[src/rtl/zmod_serdes_pkg.sv]
// Shared constants, state type and PRBS7 helpers for the zmod serdes transmit path.
// The PRBS helpers are used only when ZMOD_TX_PRBS_EN is defined.
package zmod_serdes_pkg;

    localparam logic [7:0] SYNC_WORD = 8'h01;
    localparam logic [7:0] DV_ON     = 8'hFF;
    localparam logic [7:0] DV_OFF    = 8'h00;
    localparam logic [7:0] IDLE_BYTE = 8'h00;
    localparam logic [6:0] PRBS_SEED = 7'h7F;

    typedef enum logic {
        ST_TRAIN = 1'b0,
        ST_RUN   = 1'b1
    } zmod_state_e;

    // x^7 + x^6 + 1, Fibonacci form: the new bit is shifted in at the LSB.
    function automatic logic [6:0] prbs7_adv(input logic [6:0] s, input int unsigned n);
        logic [6:0] st;
        st = s;
        for (int unsigned k = 0; k < n; k++) begin
            st = {st[5:0], st[6] ^ st[5]};
        end
        return st;
    endfunction

    // Next 8 generated bits, first generated bit in bit 7.
    function automatic logic [7:0] prbs7_byte(input logic [6:0] s);
        logic [6:0] st;
        logic [7:0] b;
        st = s;
        b  = '0;
        for (int k = 0; k < 8; k++) begin
            b  = {b[6:0], st[6] ^ st[5]};
            st = {st[5:0], st[6] ^ st[5]};
        end
        return b;
    endfunction

endpackage

[src/rtl/zmod_tx_fifo.sv]
// Synchronous FIFO feeding the framer. Written entries become visible to the read
// side one cycle after the write, so the registered framer output lands two edges after acceptance.
module zmod_tx_fifo #(
    parameter int WIDTH = 24,
    parameter int DEPTH = 4
) (
    input  logic             clk,
    input  logic             reset,
    input  logic             wr_en,
    input  logic [WIDTH-1:0] wr_data,
    input  logic             rd_en,
    output logic [WIDTH-1:0] rd_data,
    output logic             full,
    output logic             empty
);

    localparam int AW = $clog2(DEPTH);
    localparam logic [AW:0] PTR_ONE = {{AW{1'b0}}, 1'b1};

    logic [WIDTH-1:0] mem [DEPTH];
    logic [AW:0]      wr_ptr;
    logic [AW:0]      rd_ptr;
    logic [AW:0]      wr_pub;
    logic             do_wr;
    logic             do_rd;

    // full tracks true occupancy; empty only sees writes once wr_pub has caught up.
    assign full    = (wr_ptr[AW] != rd_ptr[AW]) && (wr_ptr[AW-1:0] == rd_ptr[AW-1:0]);
    assign empty   = (wr_pub == rd_ptr);
    assign do_wr   = wr_en && !full;
    assign do_rd   = rd_en && !empty;
    assign rd_data = mem[rd_ptr[AW-1:0]];

    always_ff @(posedge clk) begin
        if (reset) begin
            wr_ptr <= '0;
            rd_ptr <= '0;
            wr_pub <= '0;
        end else begin
            if (do_wr) begin
                wr_ptr <= wr_ptr + PTR_ONE;
            end
            if (do_rd) begin
                rd_ptr <= rd_ptr + PTR_ONE;
            end
            wr_pub <= wr_ptr;
        end
    end

    always_ff @(posedge clk) begin
        if (do_wr) begin
            mem[wr_ptr[AW-1:0]] <= wr_data;
        end
    end

endmodule

[src/rtl/zmod_tx_framer.sv]
// Transmit framer: training bursts then buffered user words onto N_LANES serializer lanes.
// Define ZMOD_TX_PRBS_EN to train with PRBS7 instead of an incrementing counter.
module zmod_tx_framer
    import zmod_serdes_pkg::*;
#(
    parameter int N_LANES    = 3,
    parameter int TRAIN_LEN  = 256,
    parameter int FIFO_DEPTH = 4
) (
    input  logic                 clk,
    input  logic                 reset,
    input  logic                 retrain,
    input  logic [N_LANES*8-1:0] s_data,
    input  logic                 s_valid,
    output logic                 s_ready,
    output logic [7:0]           sync_word,
    output logic [7:0]           dv_word,
    output logic [N_LANES*8-1:0] lane_data,
    output logic                 train_active,
    output logic [31:0]          word_cnt,
    output zmod_state_e          state_dbg
);

    localparam int          W        = N_LANES * 8;
    localparam logic [15:0] LAST_IDX = 16'(TRAIN_LEN - 1);

    zmod_state_e   state_q, state_d;
    logic [15:0]   train_cnt_q, train_cnt_d;
    logic [15:0]   eff_cnt;
    logic          in_train;
    logic          live_q;
    logic [W-1:0]  train_word;

    logic          push;
    logic          pop;
    logic [W-1:0]  fifo_rd_data;
    logic          fifo_full;
    logic          fifo_empty;

    logic [7:0]    dv_d;
    logic [W-1:0]  lane_d;
    logic          active_d;
    logic [31:0]   word_cnt_d;

    // Handshake: s_data is taken on any rising edge where s_valid && s_ready. s_ready
    // depends only on FIFO occupancy (and is held low in reset), never on the FSM state;
    // the source must keep s_data stable while s_valid is high and s_ready is low.
    assign s_ready   = live_q && !fifo_full;
    assign push      = s_valid && s_ready;
    assign state_dbg = state_q;

    // A retrain pulse behaves like sitting in TRAIN at word 0 on the same edge.
    assign in_train = retrain || (state_q == ST_TRAIN);
    assign eff_cnt  = retrain ? 16'd0 : train_cnt_q;

`ifdef ZMOD_TX_PRBS_EN
    logic [6:0] prbs_q    [N_LANES];
    logic [6:0] prbs_cur  [N_LANES];
    logic [6:0] prbs_init [N_LANES];

    // Lane i runs i words behind lane 0: start it 8*i bits earlier in the 127-bit cycle.
    for (genvar g = 0; g < N_LANES; g++) begin : g_prbs_init
        localparam int unsigned OFS = (127 - ((8 * g) % 127)) % 127;
        assign prbs_init[g] = prbs7_adv(PRBS_SEED, OFS);
    end

    always_comb begin
        train_word = '0;
        for (int i = 0; i < N_LANES; i++) begin
            prbs_cur[i]           = (eff_cnt == 16'd0) ? prbs_init[i] : prbs_q[i];
            train_word[8*i +: 8]  = prbs7_byte(prbs_cur[i]);
        end
    end

    always_ff @(posedge clk) begin
        for (int i = 0; i < N_LANES; i++) begin
            if (reset) begin
                prbs_q[i] <= prbs_init[i];
            end else if (in_train) begin
                prbs_q[i] <= prbs7_adv(prbs_cur[i], 8);
            end
        end
    end
`else
    assign train_word = {N_LANES{eff_cnt[7:0]}};
`endif

    zmod_tx_fifo #(
        .WIDTH (W),
        .DEPTH (FIFO_DEPTH)
    ) u_fifo (
        .clk     (clk),
        .reset   (reset),
        .wr_en   (push),
        .wr_data (s_data),
        .rd_en   (pop),
        .rd_data (fifo_rd_data),
        .full    (fifo_full),
        .empty   (fifo_empty)
    );

    always_comb begin
        state_d     = state_q;
        train_cnt_d = train_cnt_q;
        pop         = 1'b0;
        dv_d        = DV_OFF;
        lane_d      = {N_LANES{IDLE_BYTE}};
        active_d    = 1'b0;
        word_cnt_d  = word_cnt;
        if (in_train) begin
            active_d = 1'b1;
            lane_d   = train_word;
            if (eff_cnt == LAST_IDX) begin
                state_d     = ST_RUN;
                train_cnt_d = 16'd0;
            end else begin
                state_d     = ST_TRAIN;
                train_cnt_d = eff_cnt + 16'd1;
            end
        end else if (!fifo_empty) begin
            pop        = 1'b1;
            lane_d     = fifo_rd_data;
            dv_d       = DV_ON;
            word_cnt_d = word_cnt + 32'd1;
        end
    end

    always_ff @(posedge clk) begin
        if (reset) begin
            state_q      <= ST_TRAIN;
            train_cnt_q  <= 16'd0;
            live_q       <= 1'b0;
            sync_word    <= 8'h00;
            dv_word      <= DV_OFF;
            lane_data    <= '0;
            train_active <= 1'b0;
            word_cnt     <= 32'd0;
        end else begin
            state_q      <= state_d;
            train_cnt_q  <= train_cnt_d;
            live_q       <= 1'b1;
            sync_word    <= SYNC_WORD;
            dv_word      <= dv_d;
            lane_data    <= lane_d;
            train_active <= active_d;
            word_cnt     <= word_cnt_d;
        end
    end

endmodule

[config.mk]
export PLATFORM = sky130hd
export DESIGN_NAME = zmod_tx_framer
export DESIGN_NICKNAME = d
export VERILOG_FILES = /design/src/rtl/zmod_serdes_pkg.sv /design/src/rtl/zmod_tx_fifo.sv /design/src/rtl/zmod_tx_framer.sv
export SDC_FILE = /design/constraint.sdc
export NUM_CORES = 1
export LEC_CHECK = 0
export CORE_ASPECT_RATIO = 1.75
export CORE_MARGIN = 2
export CORE_UTILIZATION = 65
export CTS_CLUSTER_SIZE = 10
export DETAILED_ROUTE_END_ITERATION = 6
export DONT_BUFFER_PORTS = 1
export PLACE_DENSITY = 0.87
export SLEW_MARGIN = 40
export SYNTH_ARGS = -nofsm -noshare
export SYNTH_HDL_FRONTEND = slang
export SYNTH_SLANG_ARGS = --single-unit
[constraint.sdc]
create_clock -name clk -period 6.6 [get_ports clk]
set_clock_uncertainty 0.05 [all_clocks]
set_input_delay 1.32 -clock clk [delete_from_list [all_inputs] [get_ports clk]]
set_output_delay 1.32 -clock clk [all_outputs]
set_load 0.005 [all_outputs]
==> results by group <==
Status
  – Status: finished, final reports clean

CTS
  – Latest clock arrival within the worst-skew pair: 430 ps
  – H-tree Lvls: 4
  – Clock sink count: 183
  – Clk slew on worst S/H paths: 70 ps
  – CTS root buf: clkbuf_16
  – Post-CTS setup buffer count: 0
  – Total CTS buffers: 17
  – CTS Buffer Depth: 2
  – Cts hold-fix bufs: 0
  – CTS tree: done
  – Resized Gates After CTS: 0

Global routing
  – Final global-route overflow total: 0
  – Initial antenna violation count: 0
  – M1 GR Usage: 0.278
  – GRT Util Overall: 0.253
  – First-pass GRT wire length: 23400 microns
  – Pin count of the biggest net entering global routing: 55
  – Vias in the first global route: 4586
  – Grt peak-use layer: met2
  – GR Util met3: 0.0685
  – Met2 track demand over resource: 0.459

Synth
  – Async SR Flop Fraction: 0
  – Synth top cells by count: edfxtp_1, dfxtp_1, nand2_1
  – Syn. warnings: 0
  – Library cells used by synthesis: 58
  – Synth top area share: 0.396
  – #FFs+latches synth: 183
  – Most common cell in the netlist: edfxtp_1
  – Leading post-synthesis cells by cell area: edfxtp_1, dfxtp_1, mux4_2
  – Cell area after synthesis: 7280 sq um
  – Area leader, netlist: edfxtp_1
  – Synthesized area per cell: 12.7 sq um
  – Post-Synthesis Cells: 572
  – Sequential share of the synthesized area: 0.635
  – Number of synthesized flops with an enable pin: 96
  – Synth Flop Type: edfxtp_1

STA
  – Final setup fails: 0
  – Fin crit period: 3110 ps
  – Total Negative Setup Slacks: 0 ps
  – Max frequency: 322 MHz
  – RSZ-0062 raised after global routing: false
  – Final WS setup: 3490 ps
  – Actual slew at the worst max-slew pin: 784 ps
  – Hold Fails Final Rpt: 0
  – Final worst path period share: 0.471
  – Slew HR: 0.477
  – Pins Over Slew Limit: 0

Hold path
  – Hold depth: 1
  – Min-delay worst type: flip-flop to flip-flop

Cells and area
  – Antenna Cells: 0
  – Nets: 596
  – Share of cells above drive strength 1: 0.127
  – Area delta synth->final: 8.56%
  – Post-layout util: 0.716
  – FILL cells: 703

Setup path
  – Endpoint class of the critical path: flip-flop
  – Critical path data required time: 6870 ps
  – Worst path arrival time: 3380 ps
  – Worst Path Buf+Inv: 0
  – Critical path depth: 7
  – CP Max Fanout: 13
  – Timing endpoint of the critical path: train_cnt_q[12]$_SDFFE_PP0P_
  – Slowest-stage cell, CP: nor4b_1
  – CP Launch Point: retrain
  – Crit start category: input port
  – Setup slack, reg-to-reg: 3880 ps
  – Most frequent CP cell: nand3_1
  – Reg2reg end: word_cnt[31]$_SDFFE_PP0P_
  – R2R depth: 5
  – Setup CP Type: input port to flip-flop
  – Crit-path max cell delay: 600 ps
  – Worst path cell trace: nor2b_1 -> ha_1 -> nand3_1 -> nor4b_1 -> nand3_1 -> a21oi_1 -> o22ai_1
  – Cell family with most CP delay: simple AND/OR/NAND/NOR gates
  – RR Startpoint: state_dbg$_SDFFE_PP0P_

Power
  – Sw frac: 0.221
  – Overall Power: 2.27 mW
  – Pwr Density: 288 nW/um^2
  – Int Pwr: 1.77 mW
  – Peak VDD IR: 0.289 mV
  – Gate power share: 0.016
  – Part of the power in registers: 0.536
  – Pleak: 2.75 nW
  – NetSw: 0.504 mW
  – Clock share of power: 0.448

Route
  – DRT antenna net count: 0
  – Drt wl/cell: 20.4 microns
  – Number of DRC markers in iteration 0: 523
  – Routed WL: 14400 microns
  – Vias/cell: 6.38
  – Total number of vias: 4502
  – Drc violations: 0
  – Drt first pass iters: 5

Placed design
  – Detailed placement HPWL: 9560 microns
  – Setup WS pre-CTS: 3110 ps
  – Placer Congestion: 0.879
  – PortBufs: 0

Die
  – Top Ports: 103
  – Initial Util: 0.660
  – # rows: 51
  – Die W: 84.0 microns
  – Die Span Y: 144 microns
  – Core area: 11000 sq um
  – Die area: 12100 sq um

Job
  – Max_cap viols: 0
layout by cell type, fill, tap and decap left out, drive strengths merged, types with 2 or more instances in the layout:
master,count
dfxtp,87
nand4,17
or4,3
clkinvlp,2
or3,5
nor2b,5
mux4,24
clkbuf,17
nor2,53
inv,19
ha,7
a21oi,17
nand2,55
xnor2,12
xor2,26
nor4,4
and3,4
edfxtp,96
buf,6
mux2i,3
clkinv,3
nand3,50
a311oi,3
nor3,6
o211ai,2
o21ai,9
conb,7
and2,8
worst min path at each step:
| stage | from | endpoint | slack (ps) |
|---|---|---|---|
| detailed placement | word_cnt[31]$_SDFFE_PP0P_ | word_cnt[31]$_SDFFE_PP0P_ | 450 |
| finish | u_fifo.wr_ptr[2]$_SDFFE_PP0P_ | u_fifo.wr_pub[2]$_SDFF_PP0_ | 460 |
| global route | u_fifo.wr_ptr[2]$_SDFFE_PP0P_ | u_fifo.wr_pub[2]$_SDFF_PP0_ | 480 |
| global placement | train_cnt_q[0]$_SDFFE_PP0P_ | train_cnt_q[0]$_SDFFE_PP0P_ | 430 |
| floorplan | train_cnt_q[0]$_SDFFE_PP0P_ | train_cnt_q[0]$_SDFFE_PP0P_ | 400 |
| CTS | word_cnt[31]$_SDFFE_PP0P_ | word_cnt[31]$_SDFFE_PP0P_ | 460 |
area by class of cell:
type / instances / area [sq um] / area share
timing repair buffer: 6 / 45.0 / 0.00570
clock buffer: 17 / 425 / 0.0538
sequential: 183 / 4630 / 0.585
multi-input combinational: 343 / 2430 / 0.308
tap: 132 / 165 / 0.0209
clock inverter: 15 / 175 / 0.0222
inverter: 10 / 37.5 / 0.00475
through the flow:
| step | hold slack, ps | std cells | cell area [sq um] |
|---|---|---|---|
| finish | 463 | 706 | 7910 |
| global route | 477 | 706 | 7910 |
| CTS | 465 | 706 | 7910 |
| detailed placement | 451 | 674 | 7310 |
| global placement | 427 | 674 | 7280 |
| floorplan | 402 | 578 | 7310 |
flip-flops by register name (all words and copies together) (netlist names), 3 cells and up, named ones only:
signal,count
lane_data,24
u_fifo.mem,96
u_fifo.rd_ptr,3
word_cnt,32
u_fifo.wr_ptr,3
u_fifo.wr_pub,3
train_cnt_q,16
layer usage:
| layer | share of wire | up-vias |
|---|---|---|
| met5 | 0 | - |
| met4 | 0.024 | 0 |
| met3 | 0.068 | 38 |
| met2 | 0.55 | 227 |
| met1 | 0.35 | 2200 |
| li1 | - | 2037 |
cells by family after synthesis:
group,count (synthesis),share of synthesized area
mux,28,0.0799
fa+ha+maj,7,0.0120
xor+xnor,38,0.0457
flops,183,0.635
buf+inv,52,0.0381
simple gates,218,0.147
compound gates,45,0.0414
other cells,1,0.000515
worst reg2reg max path: stages (launching register included):
cell	delay (ps)
dfxtp_1	830
nand3b_1	330
a311oi_4	690
nand2_1	170
or4_1	430
a21oi_1	150
power groups by stage:
stage               Clock, mW  Combinational, mW  Sequential, mW
finish                   1.02             0.0354            1.22
global route             1.07             0.0391            1.22
CTS                      1.03             0.0357            1.22
detailed placement          0             0.0352            1.25
global placement            0             0.0330            1.24
floorplan                   0             0.0351            1.24
No activity file was read; power rests on OpenSTA's default activity.
